--- src/rtl/sdram_arb_pkg.sv ---
// Shared types and constants for the SDRAM port arbiter.
package sdram_arb_pkg;

    localparam int NCLIENT_MAX = 8;
    // Wide enough for DATA_LAT up to 15
    localparam int LAT_W = 4;

    typedef enum logic [1:0] {
        IDLE      = 2'd0,
        WAIT_ACK  = 2'd1,
        WAIT_DATA = 2'd2
    } arb_state_t;

endpackage

--- src/rtl/sdram_arb_rr_pick.sv ---
// Combinational round-robin winner select from the pending vector and the last grant.
// SDRAM_ARB_FIXED_PRIO_EN: client 0 always wins when pending; the others rotate and only they move the pointer.
module sdram_arb_rr_pick
    import sdram_arb_pkg::*;
#(
    parameter int NCLIENT = 3,
    parameter int IW      = 2
) (
    input  logic [NCLIENT-1:0] i_pend,
    input  logic [IW-1:0]      i_rr_last,
    output logic [IW-1:0]      o_win,
    output logic               o_vld,
    output logic               o_rr_upd
);

    logic [IW:0] w_idx;

    // Scan from furthest to nearest so the nearest pending client after i_rr_last is the final assignment
    always_comb begin
        o_vld = 1'b0;
        o_win = '0;
        w_idx = '0;
        for (int k = NCLIENT; k >= 1; k--) begin
            w_idx = {1'b0, i_rr_last} + (IW+1)'(k);
            if (w_idx >= (IW+1)'(NCLIENT)) begin
                w_idx = w_idx - (IW+1)'(NCLIENT);
            end
`ifdef SDRAM_ARB_FIXED_PRIO_EN
            if (i_pend[w_idx[IW-1:0]] && (w_idx != '0)) begin
`else
            if (i_pend[w_idx[IW-1:0]]) begin
`endif
                o_vld = 1'b1;
                o_win = w_idx[IW-1:0];
            end
        end
`ifdef SDRAM_ARB_FIXED_PRIO_EN
        if (i_pend[0]) begin
            o_vld = 1'b1;
            o_win = '0;
        end
        o_rr_upd = (o_win != '0);
`else
        o_rr_upd = 1'b1;
`endif
    end

endmodule

--- src/rtl/sdram_port_arb.sv ---
// Shares one toggle-handshake SDRAM port between NCLIENT clients (option: SDRAM_ARB_FIXED_PRIO_EN).
// Issue 1 clk after a pending request in IDLE; one transfer outstanding, later requests wait pending.
module sdram_port_arb
    import sdram_arb_pkg::*;
#(
    parameter int NCLIENT  = 3,
    parameter int AW       = 23,
    parameter int DW       = 16,
    parameter int DATA_LAT = 6,
    localparam int IW      = (NCLIENT > 1) ? $clog2(NCLIENT) : 1
) (
    input  logic                  clk,
    input  logic                  rst_n,
    input  logic [NCLIENT-1:0]    cl_req,
    output logic [NCLIENT-1:0]    cl_ack,
    input  logic [NCLIENT-1:0]    cl_we,
    input  logic [NCLIENT*AW-1:0] cl_addr,
    input  logic [NCLIENT*DW-1:0] cl_din,
    output logic [DW-1:0]         cl_dout,
    output logic [IW-1:0]         cl_grant,
    output logic                  mem_req,
    input  logic                  mem_req_ack,
    output logic                  mem_we,
    output logic [AW-1:0]         mem_addr,
    output logic [DW-1:0]         mem_din,
    input  logic [DW-1:0]         mem_dout
);

    arb_state_t         r_state;
    arb_state_t         w_state_nxt;
    logic [NCLIENT-1:0] r_cl_ack;
    logic [DW-1:0]      r_cl_dout;
    logic [IW-1:0]      r_grant;
    logic [IW-1:0]      r_rr_last;
    logic               r_mem_req;
    logic               r_mem_we;
    logic [AW-1:0]      r_mem_addr;
    logic [DW-1:0]      r_mem_din;
    logic [LAT_W-1:0]   r_lat_cnt;

    logic [NCLIENT-1:0] w_pend;
    logic [NCLIENT-1:0] w_grant_oh;
    logic [IW-1:0]      w_win;
    logic               w_pick_vld;
    logic               w_rr_upd;
    logic               w_ack_in;
    logic               w_issue;
    logic               w_lat_load;
    logic               w_rd_done;
    logic               w_done;

    assign w_pend     = cl_req ^ r_cl_ack;
    assign w_grant_oh = NCLIENT'(1) << r_grant;
    assign w_ack_in   = (mem_req_ack == r_mem_req);

    sdram_arb_rr_pick #(.NCLIENT(NCLIENT), .IW(IW)) u_pick (
        .i_pend    (w_pend),
        .i_rr_last (r_rr_last),
        .o_win     (w_win),
        .o_vld     (w_pick_vld),
        .o_rr_upd  (w_rr_upd)
    );

    always_ff @(posedge clk) begin
        if (!rst_n) r_state <= IDLE;
        else        r_state <= w_state_nxt;
    end

    always_comb begin
        w_state_nxt = r_state;
        case (r_state)
            IDLE:      if (w_pick_vld) w_state_nxt = WAIT_ACK;
            WAIT_ACK:  if (w_ack_in) w_state_nxt = r_mem_we ? IDLE : WAIT_DATA;
            WAIT_DATA: if (r_lat_cnt == '0) w_state_nxt = IDLE;
            default:   w_state_nxt = IDLE;
        endcase
    end

    // The controller acks at CAS, so reads still wait DATA_LAT clocks for mem_dout
    always_comb begin
        w_issue    = 1'b0;
        w_lat_load = 1'b0;
        w_rd_done  = 1'b0;
        w_done     = 1'b0;
        case (r_state)
            IDLE:      w_issue = w_pick_vld;
            WAIT_ACK: begin
                if (w_ack_in) begin
                    w_done     = r_mem_we;
                    w_lat_load = ~r_mem_we;
                end
            end
            WAIT_DATA: begin
                if (r_lat_cnt == '0) begin
                    w_done    = 1'b1;
                    w_rd_done = 1'b1;
                end
            end
            default: ;
        endcase
    end

    always_ff @(posedge clk) begin
        if (!rst_n) begin
            r_mem_req  <= mem_req_ack;
            r_cl_ack   <= cl_req;
            r_cl_dout  <= '0;
            r_grant    <= '0;
            r_rr_last  <= IW'(NCLIENT - 1);
            r_mem_we   <= 1'b0;
            r_mem_addr <= '0;
            r_mem_din  <= '0;
            r_lat_cnt  <= '0;
        end else begin
            if (w_issue) begin
                r_mem_req  <= ~r_mem_req;
                r_grant    <= w_win;
                r_mem_we   <= cl_we[w_win];
                r_mem_addr <= cl_addr[w_win*AW +: AW];
                r_mem_din  <= cl_din[w_win*DW +: DW];
                if (w_rr_upd) r_rr_last <= w_win;
            end
            if (w_lat_load) begin
                r_lat_cnt <= LAT_W'(DATA_LAT - 1);
            end else if ((r_state == WAIT_DATA) && (r_lat_cnt != '0)) begin
                r_lat_cnt <= r_lat_cnt - LAT_W'(1);
            end
            if (w_rd_done) r_cl_dout <= mem_dout;
            if (w_done)    r_cl_ack  <= r_cl_ack ^ w_grant_oh;
        end
    end

    assign cl_ack   = r_cl_ack;
    assign cl_dout  = r_cl_dout;
    assign cl_grant = r_grant;
    assign mem_req  = r_mem_req;
    assign mem_we   = r_mem_we;
    assign mem_addr = r_mem_addr;
    assign mem_din  = r_mem_din;

endmodule
--- config.mk ---
export PLATFORM = sky130hd
export DESIGN_NAME = sdram_port_arb
export DESIGN_NICKNAME = d
export VERILOG_FILES = /design/src/rtl/sdram_arb_pkg.sv /design/src/rtl/sdram_arb_rr_pick.sv /design/src/rtl/sdram_port_arb.sv
export SDC_FILE = /design/constraint.sdc
export NUM_CORES = 1
export LEC_CHECK = 0
export BUFFER_PORTS_ARGS = -buffer_cell sky130_fd_sc_hd__buf_4
export CAP_MARGIN = 20
export CORE_ASPECT_RATIO = 1.4
export CORE_MARGIN = 2
export CORE_UTILIZATION = 40
export DETAILED_ROUTE_END_ITERATION = 10
export GPL_TIMING_DRIVEN = 0
export PLACE_DENSITY = 0.78
export SKIP_LAST_GASP = 1
export SLEW_MARGIN = 20
export SYNTH_ARGS = -nofsm -noshare
export SYNTH_HDL_FRONTEND = slang
export SYNTH_SLANG_ARGS = --single-unit
--- constraint.sdc ---
create_clock -name clk -period 2.5 [get_ports clk]
set_clock_uncertainty 0.05 [all_clocks]
set_input_delay 0.125 -clock clk [delete_from_list [all_inputs] [get_ports clk]]
set_output_delay 0.125 -clock clk [all_outputs]
set_load 0.02 [all_outputs]
# Word level (Yosys, flattened, before mapping)
# Cells that the tools add are included.
[totals]
reg_bits = 70
in_bits = 142
output_inout_bits = 62
wordCells = 84
[classes]
add_sub_neg = 7
multipliers = 1
order_cmp = 7
eq_ne = 8
shift = 3
mux = 35
n_bitwise = 5
reduce_logical = 7
[ops]
columns = ["cell", "count"]
rows = [
  ["69-bit by 8-bit indexed part select with 23-bit output", 1],
  ["48-bit by 7-bit indexed part select with 16-bit output", 1],
  ["2-bit two-way mux", 10],
  ["1-bit two-way mux", 15],
  ["2-bit by 3-bit < comparator with 1-bit output, second input constant", 4],
  ["3-bit two-way mux", 4],
  ["3-bit by 2-bit greater-or-equal comparator with 1-bit output, second input constant", 3],
  ["1-bit binary-select mux with 2-bit select", 4],
  ["2-bit by 5-bit multiplier with 7-bit output, second input constant", 1],
  ["2-bit by 2-bit adder with 3-bit output, second input constant", 2],
  ["2-bit != test, second input constant", 3],
  ["2-bit one-hot mux with 3 select lines", 1],
  ["2-bit subtractor, second input constant", 3],
  ["3-bit XOR", 2],
  ["4-bit zero test", 1],
  ["2-bit by 1-bit != test with 1-bit output, second input constant", 2],
  ["4-bit nonzero test", 1],
  ["4-bit by 1-bit subtractor with 4-bit output, second input constant", 1],
  ["2-bit by 1-bit adder with 3-bit output, second input constant", 1],
  ["1-bit inverter", 3],
  ["3-bit AND reduction", 1],
  ["1-bit by 2-bit left shift with 3-bit output, first input constant", 1],
  ["2-bit by 1-bit == test with 1-bit output, second input constant", 1],
  ["2-bit == test, second input constant", 1],
  ["6 further kinds", 6],
]

# Depth between registers and ports, before layout
# Gate-level depths: netlist of the first run.
[logic_depth]
word_depth = 11
mapped_depth = 11
depth_no_buf = 8

# Cells and area by module
# From an unflattened synthesis of the first run, not the netlist that was laid out.
[hier_totals]
cells_unflattened = 422
area_unflattened_um2 = 3638.5
[by_module_without_submodules]
columns = ["mod", "n_inst", "cells_each", "area_per_inst_um2", "seq_area_each_um2"]
rows = [
  ["sdram_port_arb", 1, 391, 3438.3, 1441.4],
  ["sdram_arb_rr_pick", 1, 31, 200.2, 0.0],
]

# Worst setup path after synthesis of the first run
# OpenSTA, ideal clock, no wires.
[synth_timing]
kind = "register to register"
from = "reg cl_grant[0] (netlist name)"
to = "reg r_mem_addr[11], in the netlist mem_addr[11]"
setup_time_ns = 0.117
arrival_ns = 2.428
t_required_ns = 2.333
setup_slack_ns = -0.094
path_stages_with_launch = 11
path_buffers = 2
synth_period_minus_slack_ns = 2.594
cell_sequence = "dfxtp_1 > inv_1 > ha_1 > clkbuf_1 > or2_1 > o22ai_2 > o32ai_2 > buf_4 > mux2i_1 > nand2_1 > a22o_1"
[synth_lines]
columns = ["element", "line_no", "rtl"]
rows = [
  ["end signal: assignment", "sdram_port_arb.sv:119", "r_mem_addr <= cl_addr[w_win*AW +: AW];"],
  ["end: declaration", "sdram_port_arb.sv:37", "logic [AW-1:0] r_mem_addr;"],
]

==> results of run 1 <==
[Yosys cell counts, types with 2 or more instances]
cell type	number
nand2_1	81
dfxtp_1	65
o21a_1	40
a22o_1	39
mux2i_1	39
a21oi_1	23
clkbuf_1	16
nor2_1	15
inv_1	11
ha_1	8
buf_4	7
xnor2_1	7
o21ai_0	6
buf_6	4
edfxtp_1	4
nand2b_1	4
and2_1	3
buf_2	3
nand3_1	2
nor3b_1	2
o211ai_1	2
o21ai_1	2
xor2_1	2
[worst max path at each step]
stage	startpoint	end	slack, ns	depth (start not counted)
CTS	cl_grant[0]$_SDFFE_PN0P_	mem_din[4]$_SDFFE_PN0P_	-0.004	11
global route	cl_grant[0]$_SDFFE_PN0P_	mem_addr[16]$_SDFFE_PN0P_	-0.02	11
floorplan	cl_grant[0]$_SDFFE_PN0P_	mem_addr[12]$_SDFFE_PN0P_	0.005	11
global placement	cl_grant[0]$_SDFFE_PN0P_	mem_din[3]$_SDFFE_PN0P_	-0.51	10
detailed placement	cl_grant[0]$_SDFFE_PN0P_	mem_din[4]$_SDFFE_PN0P_	-0.65	10
finish	cl_grant[0]$_SDFFE_PN0P_	mem_addr[20]$_SDFFE_PN0P_	0.07	11
[state kept, by name (all words and copies together) (netlist names)]
| signal | count |
|---|---|
| cl_dout | 16 |
| mem_req | 1 |
| r_rr_last | 1 |
| cl_grant | 2 |
| mem_addr | 23 |
| cl_ack | 3 |
| r_lat_cnt | 4 |
| mem_we | 1 |
| mem_din | 16 |
| r_state | 2 |
[metrics by stage]
step                utilization [%]  worst slack (ns)  total power, mW  instance area, µm²  setup TNS [ns]
floorplan                         -          0.004889            4.574                3652               0
global placement              59.49           -0.5063            5.696                5310          -18.60
detailed placement            59.49           -0.6480            5.814                5310          -23.91
CTS                           66.72         -0.004051            7.607                5956       -0.004135
global route                  68.32          -0.01817            8.344                6098         -0.1881
finish                        68.32           0.06645            7.868                6098               0
[cells by family after synthesis]
kind of cell,Yosys count
fa+ha+maj,8
simple gates,113
xor+xnor,10
compound gates,124
flops,69
buf+inv,42
mux,40
[tightest hold or removal path, stage by stage]
cell and delay, ns:
buf_4 0.11, nand2_1 0.06, a21oi_1 0.05
[what timing repair did]
| item | 4_1_cts | 5_1_grt |
|---|---|---|
| resized for setup | 31 | 19 |
| gates cloned | 1 | 3 |
| endpoints found under the setup margin | 44 | 41 |
| hold buffers | 14 | 0 |
| pin swaps | 5 | 10 |
| endpoints found under the hold margin | 14 | 0 |
| buffers inserted | 6 | 5 |
[metal layers]
metal / track usage [%] / wire (µm)
met2: 43.94 / 6806
met3: 4.418 / 645
met1: 25.99 / 4660
met4: 8.148 / 344
met5: 0 / 0
[final cells by class]
type / instances / area [µm²] / area share [%]
clock inverters: 6 / 52.55 / 0.8617
repair buffers: 227 / 1828 / 29.98
plain buffers: 30 / 254.0 / 4.165
clock buffers: 10 / 250.2 / 4.103
well taps: 107 / 133.9 / 2.195
flip-flops and latches: 69 / 1426 / 23.39
multi-input cells: 295 / 2106 / 34.53
inverters: 12 / 47.55 / 0.7796
[power by group through the flow]
stage,Combinational (mW),Clock (mW),Sequential [mW]
2_1_floorplan,2.63,0,1.94
3_3_place_gp,4.05,0,1.65
5_1_grt,5.32,1.34,1.68
3_5_place_dp,4.15,0,1.66
6_report,4.93,1.28,1.66
4_1_cts,4.67,1.30,1.64
==> out/results.txt, run 1 <==
Non-Filler Instances - 756
R2r setup slk - 0.07 ns
Post-Synth Adder-Cell Area - 2.743%
Status - finished, final reports clean
DR DRC count - 0
Hold path depth - 3
CTS H-tree lvls - 3
Maximum number of pins on one net before global-route repair - 15
Syn Nets - 556
Synthesis-to-finish area growth - 67.09%
Top post-synthesis cells by area - dfxtp_1 36%, mux2i_1 11%, a22o_1 9.4%
Post-synthesis mux area share - 11.00%
Dpl hpwl - 8879 µm
Complex-gate fraction of the synthesized area - 25.33%
Chip width - 84.73 µm
Slowest Stage Delay on Critical Path - 0.42 ns
Sw frac - 40.82%
TritonCTS Buffers - 9
Initial antenna violation count - 0
Via count - 3928
Synth Area in XOR/XNOR - 2.605%
Final hold slack - 0.007814 ns
Pint - 4.656 mW
Area share of the largest cell type after synthesis - 35.65%
Ys Warns - 0
Worst setup SP type - register
R2r endpoint - mem_addr[20]$_SDFFE_PN0P_
Final hold vios - 0
Slew Viols, Final - 0
Worst setup EP type - register
Netlist Area Pre-Place - 3650 µm²
Most frequent cells in the layout - 208 x buf_4, 79 x nand2_1, 63 x dfxtp_1
Share of flip-flops with an asynchronous set or reset - 0%
Worst Tran Pin Value - 0.5676 ns
Slew HR - 62.16%
Worst min-delay path endpoint - cl_dout[8]$_SDFFE_PN0P_
Worst r2r src - cl_grant[0]$_SDFFE_PN0P_
Hold Crit Class - in2reg
Initial Util - 40.89%
Static leakage - 2.854 nW
Die area - 9915 µm²
Maxcap violations - 0
Num Clock Sinks - 69
Required @ worst endpoint - 2.67 ns
Total track usage - 23.25%
Starting DRC count in detailed routing - 150
Number of flops mapped to enable cells by yosys - 4
CP Class - reg2reg
Slowest-stage cell, CP - nor4_4
VDD IR max - 0.6985 mV
CTS tree - done
Vias in the first global route - 3890
Crit-path cells - buf_4 > ha_2 > nand2b_1 > o22ai_4 > nor4_4 > buf_12 > nor3b_4 > buf_8 > clkbuf_16 > o21a_1 > a22o_1
Placed insts - 716
Post-synthesis simple-gate area fraction - 13.40%
Clock insertion delay at the later pin of the skew report - 0.33 ns
Synth unique cells - 44
Core Rows - 41
DRT Wirelength - 12460 µm
Post-route ant nets - 0
Gate power share - 62.7%
Placeable core region - 8926 µm²
Data arrival, critical path - 2.60 ns
Layout cells sized above 1 - 41.14%
Cell family with most CP delay - simple AND/OR/NAND/NOR gates
Die height - 117.0 µm
Grt total ovfl - 0
Cell taking the most area after synthesis - dfxtp_1
Switching power - 3.212 mW
Final setup vio count - 0
Buffers on Ports - 203
First-pass GRT wire length - 18480 µm
R2R cell count - 11
Crit path max fanout - 8
Worst path bufs/invs - 4
Yosys reg bits - 69
Synth Flop Type - dfxtp_1
Placer Congestion - 0.8245
RSZ-0062 raised after global routing - yes
Synthesized netlist cell count - 406
Fillers - 730
# nets final - 794
Largest family of logic cells by synthesized area - compound AO/OA/AOI/OAI gates
Mean Syn Cell Area - 8.990 µm²
Clock root cell - clkbuf_16
Drt pass-1 iters - 4
Sequential fraction of the synthesis area - 38.94%
Wire length per cell - 16.48 µm
Pwr/cell area - 1290 nW/µm²
Register share of total power - 21.0%
Worst min-delay path startpoint - mem_dout[8]
Clock power share - 16.3%
Tmin final - 2.434 ns
FMAX - 0.4109 GHz
Io pins - 204
Commonest non-fill, non-tap cell in the layout - buf_4
Vias per cell - 5.196
Share of the clock period used by the worst path - 97.34%
Clock buffer depth - 2
Diode count - 0
Clock transition at the registers of the reported paths - 0.06 ns
(Power assumes the default switching activity.)
==> inputs of run 2 (changes only) <==
--- a/config.mk
+++ b/config.mk
@@ -5,6 +5,7 @@
 export SDC_FILE = /design/constraint.sdc
 export NUM_CORES = 1
 export LEC_CHECK = 0
+export ABC_AREA = 1
 export BUFFER_PORTS_ARGS = -buffer_cell sky130_fd_sc_hd__buf_4
 export CAP_MARGIN = 20
 export CORE_ASPECT_RATIO = 1.4
@@ -12,7 +13,7 @@
 export CORE_UTILIZATION = 40
 export DETAILED_ROUTE_END_ITERATION = 10
 export GPL_TIMING_DRIVEN = 0
-export PLACE_DENSITY = 0.78
+export PLACE_DENSITY = 0.76
 export SKIP_LAST_GASP = 1
 export SLEW_MARGIN = 20
 export SYNTH_ARGS = -nofsm -noshare
==> run 2 against run 1 <==
  * First-iteration DRC count increased by 21%
  * Flip-flop and latch count unchanged
  * Sequential share of layout area decreased by 0.66 points
==> out/results.txt, run 2 <==
Initial antenna violation count - 0 (unchanged)
Final setup vio count - 0 (unchanged)
Data arrival, critical path - 2.47 ns (was 2.60 ns)
Placeable core region - 10350 µm² (was 8926 µm²)
Register share of total power - 20.5% (was 21.0%)
Clock root cell - clkbuf_16 (unchanged)
Top cell by count, worst path - nand2_1
Dpl hpwl - 10380 µm (was 8879 µm)
Placer Congestion - 0.9202 (was 0.8245)
Vias per cell - 4.658 (was 5.196)
CP Class - reg2reg (unchanged)
Final hold vios - 0 (unchanged)
Starting DRC count in detailed routing - 181 (was 150)
Drt pass-1 iters - 8 (was 4)
Grt total ovfl - 0 (unchanged)
Yosys reg bits - 69 (unchanged)
Static leakage - 3.464 nW (was 2.854 nW)
Worst path bufs/invs - 4 (unchanged)
Core Rows - 44 (was 41)
VDD IR max - 0.8030 mV (was 0.6985 mV)
Diode count - 0 (unchanged)
FMAX - 0.4353 GHz (was 0.4109 GHz)
Max FFs per register - 23 (unchanged)
Worst setup SP type - register (unchanged)
Chip width - 91.01 µm (was 84.73 µm)
Post-synth top cells - 164 x nand2_1, 157 x inv_1, 103 x a21oi_1 (was 81 x nand2_1, 65 x dfxtp_1, 40 x o21a_1)
Share of the clock period used by the worst path - 91.89% (was 97.34%)
CTS tree - done (unchanged)
DR DRC count - 0 (unchanged)
Sequential fraction of the synthesis area - 33.53% (was 38.94%)
Crit path max fanout - 10 (was 8)
Buffers on Ports - 202 (was 203)
Share of flip-flops with an asynchronous set or reset - 0% (unchanged)
DRT Wirelength - 13500 µm (was 12460 µm)
Clock insertion delay at the later pin of the skew report - 0.33 ns (about the same)
Pint - 4.299 mW (was 4.656 mW)
Io pins - 204 (unchanged)
Clock buffer depth - 2 (unchanged)
Crit-path cells - inv_1 > ha_4 > nand2_1 > inv_1 > nor2_1 > nand3_1 > nand2_1 > nand2_1 > a21oi_4 > inv_2 > buf_2 > nand3_1 > a21oi_1 (was buf_4 > ha_2 > nand2b_1 > o22ai_4 > nor4_4 > buf_12 > nor3b_4 > buf_8 > clkbuf_16 > o21a_1 > a22o_1)
Commonest non-fill, non-tap cell in the layout - buf_4 (unchanged)
CTS H-tree lvls - 3 (unchanged)
Cell family with most CP delay - simple AND/OR/NAND/NOR gates (unchanged)
Most frequent cells in the layout - 212 x buf_4, 163 x nand2_1, 157 x inv_1 (was 208 x buf_4, 79 x nand2_1, 63 x dfxtp_1)
Hold Crit Class - in2reg (unchanged)
Area share of the largest cell type after synthesis - 30.70% (was 35.65%)
Num Clock Sinks - 69 (unchanged)
Pwr/cell area - 1334 nW/µm² (was 1290 nW/µm²)
Status - finished, final reports clean (unchanged)
Die height - 125.8 µm (was 117.0 µm)
Most frequent cell after synthesis - nand2_1 (unchanged)
Syn Nets - 840 (was 556)
Netlist Area Pre-Place - 4239 µm² (was 3650 µm²)
Initial Util - 40.96% (was 40.89%)
Clock power share - 15.5% (was 16.3%)
Post-route ant nets - 0 (unchanged)
Mean Syn Cell Area - 6.144 µm² (was 8.990 µm²)
Gate power share - 64.0% (was 62.7%)
Cell taking the most area after synthesis - dfxtp_1 (unchanged)
Required @ worst endpoint - 2.67 ns (about the same)
First-pass GRT wire length - 21550 µm (was 18480 µm)
Die area - 11450 µm² (was 9915 µm²)
Vias in the first global route - 4545 (was 3890)
Setup TNS - 0 ns (unchanged)
RSZ-0062 raised after global routing - no (was yes)
Slowest-stage cell, CP - dfxtp_2 (was nor4_4)
Sw frac - 48.51% (was 40.82%)
Total track usage - 23.29% (was 23.25%)
Wire length per cell - 12.90 µm (was 16.48 µm)
Slew HR - 60.33% (was 62.16%)
# nets final - 1054 (was 794)
Slowest Stage Delay on Critical Path - 0.41 ns (was 0.42 ns)
Layout cells sized above 1 - 28.27% (was 41.14%)
Number of flops mapped to enable cells by yosys - 4 (unchanged)
Synth Flop Type - dfxtp_1 (unchanged)
Maxcap violations - 0 (unchanged)
Synth unique cells - 25 (was 44)
Switching power - 4.051 mW (was 3.212 mW)
TritonCTS Buffers - 9 (unchanged)
Worst Tran Pin Value - 0.5950 ns (was 0.5676 ns)
Clock transition at the registers of the reported paths - 0.06 ns (about the same)
Tot Pwr - 8.351 mW (was 7.868 mW)
Worst setup EP type - register (unchanged)
Synthesis-to-finish area growth - 47.64% (was 67.09%)
Synthesized netlist cell count - 690 (was 406)
Tmin final - 2.297 ns (was 2.434 ns)
Maximum number of pins on one net before global-route repair - 14 (was 15)
Via count - 4877 (was 3928)
Ys Warns - 0 (unchanged)
Top post-synthesis cells by area - dfxtp_1 31%, nand2_1 15%, inv_1 14% (was dfxtp_1 36%, mux2i_1 11%, a22o_1 9.4%)
Slew Viols, Final - 0 (unchanged)
==> run 2: power by group through the flow <==
stage               registers, mW  logic (mW)  clock network, mW
floorplan                    2.08        3.30                  0
global placement             1.72        5.23                  0
detailed placement           1.73        5.29                  0
CTS                          1.71        5.31               1.30
global route                 1.75        5.98               1.35
finish                       1.71        5.35               1.29
==> run 2: worst paths after layout <==
kind / startpoint / end / slack (ns) / cells past startpoint
worst max register to register: cl_grant[0]$_SDFFE_PN0P_ / mem_addr[6]$_SDFFE_PN0P_ / 0.20 / 13
worst min-delay path: mem_dout[13] / cl_dout[13]$_SDFFE_PN0P_ / 0.02 / 3
worst min register to register: cl_dout[3]$_SDFFE_PN0P_ / cl_dout[3]$_SDFFE_PN0P_ / 0.39 / 2
worst max-delay path: cl_grant[0]$_SDFFE_PN0P_ / mem_addr[6]$_SDFFE_PN0P_ / 0.20 / 13
==> run 2: metrics by stage <==
step                      utilization, %  instance area, µm²  worst slack, ns  instances  hold WS [ns]
after floorplan                        -                4239           0.4153        690        0.2662
after global placement             57.28                5928         -0.03056       1030        0.3548
after detailed placement           57.28                5928         -0.07641       1030        0.3618
after CTS                          60.22                6232          0.06723       1046       0.01063
after global routing               60.47                6259         0.009262       1047       0.03009
final                              60.47                6259           0.2028       1047       0.01882
==> run 2: kinds of logic after synthesis <==
family	after synthesis	share of synthesized area, %
and+or+nand+nor	277	27.95
buffers and inverters	201	19.27
AOI/OAI and AO/OA	129	15.64
DFF	69	33.53
adders and majority gates	8	2.361
xor gates and xnor gates	6	1.240
==> run 2: cell type report <==
type                       count  area, µm²
sequential                    69       1423
buffer                        41      222.7
tap                          138      172.7
clock buffer                   9      225.2
fill                        1038       4091
inverter                     160      600.6
multi-input combinational    420       2016
timing repair buffer         203       1524
clock inverter                 7      75.07
==> run 2: worst min-delay path, cell delays in order <==
cell and delay [ns]:
buf_4 0.07, o21ai_0 0.07, a21oi_1 0.10
==> run 2: metal layers <==
| metal | global-route usage (%) | routed length, µm | vias up |
|---|---|---|---|
| met2 | 40.96 | 6919 | 158 |
| met4 | 10.78 | 493 | 0 |
| met5 | 0 | 0 | - |
| met3 | 4.665 | 721 | 35 |
| li1 | - | - | 2550 |
| met1 | 26.99 | 5368 | 2134 |
==> run 2: what timing repair did <==
| item | CTS | global route |
|---|---|---|
| cloned | 0 | 0 |
| hold buffers | 0 | 0 |
| buffers inserted | 0 | 1 |
| gates resized for setup | 2 | 9 |
| pin swaps | 0 | 1 |
| endpoints found under the setup margin | 41 | 41 |
| endpoints found under the hold margin | 0 | 0 |
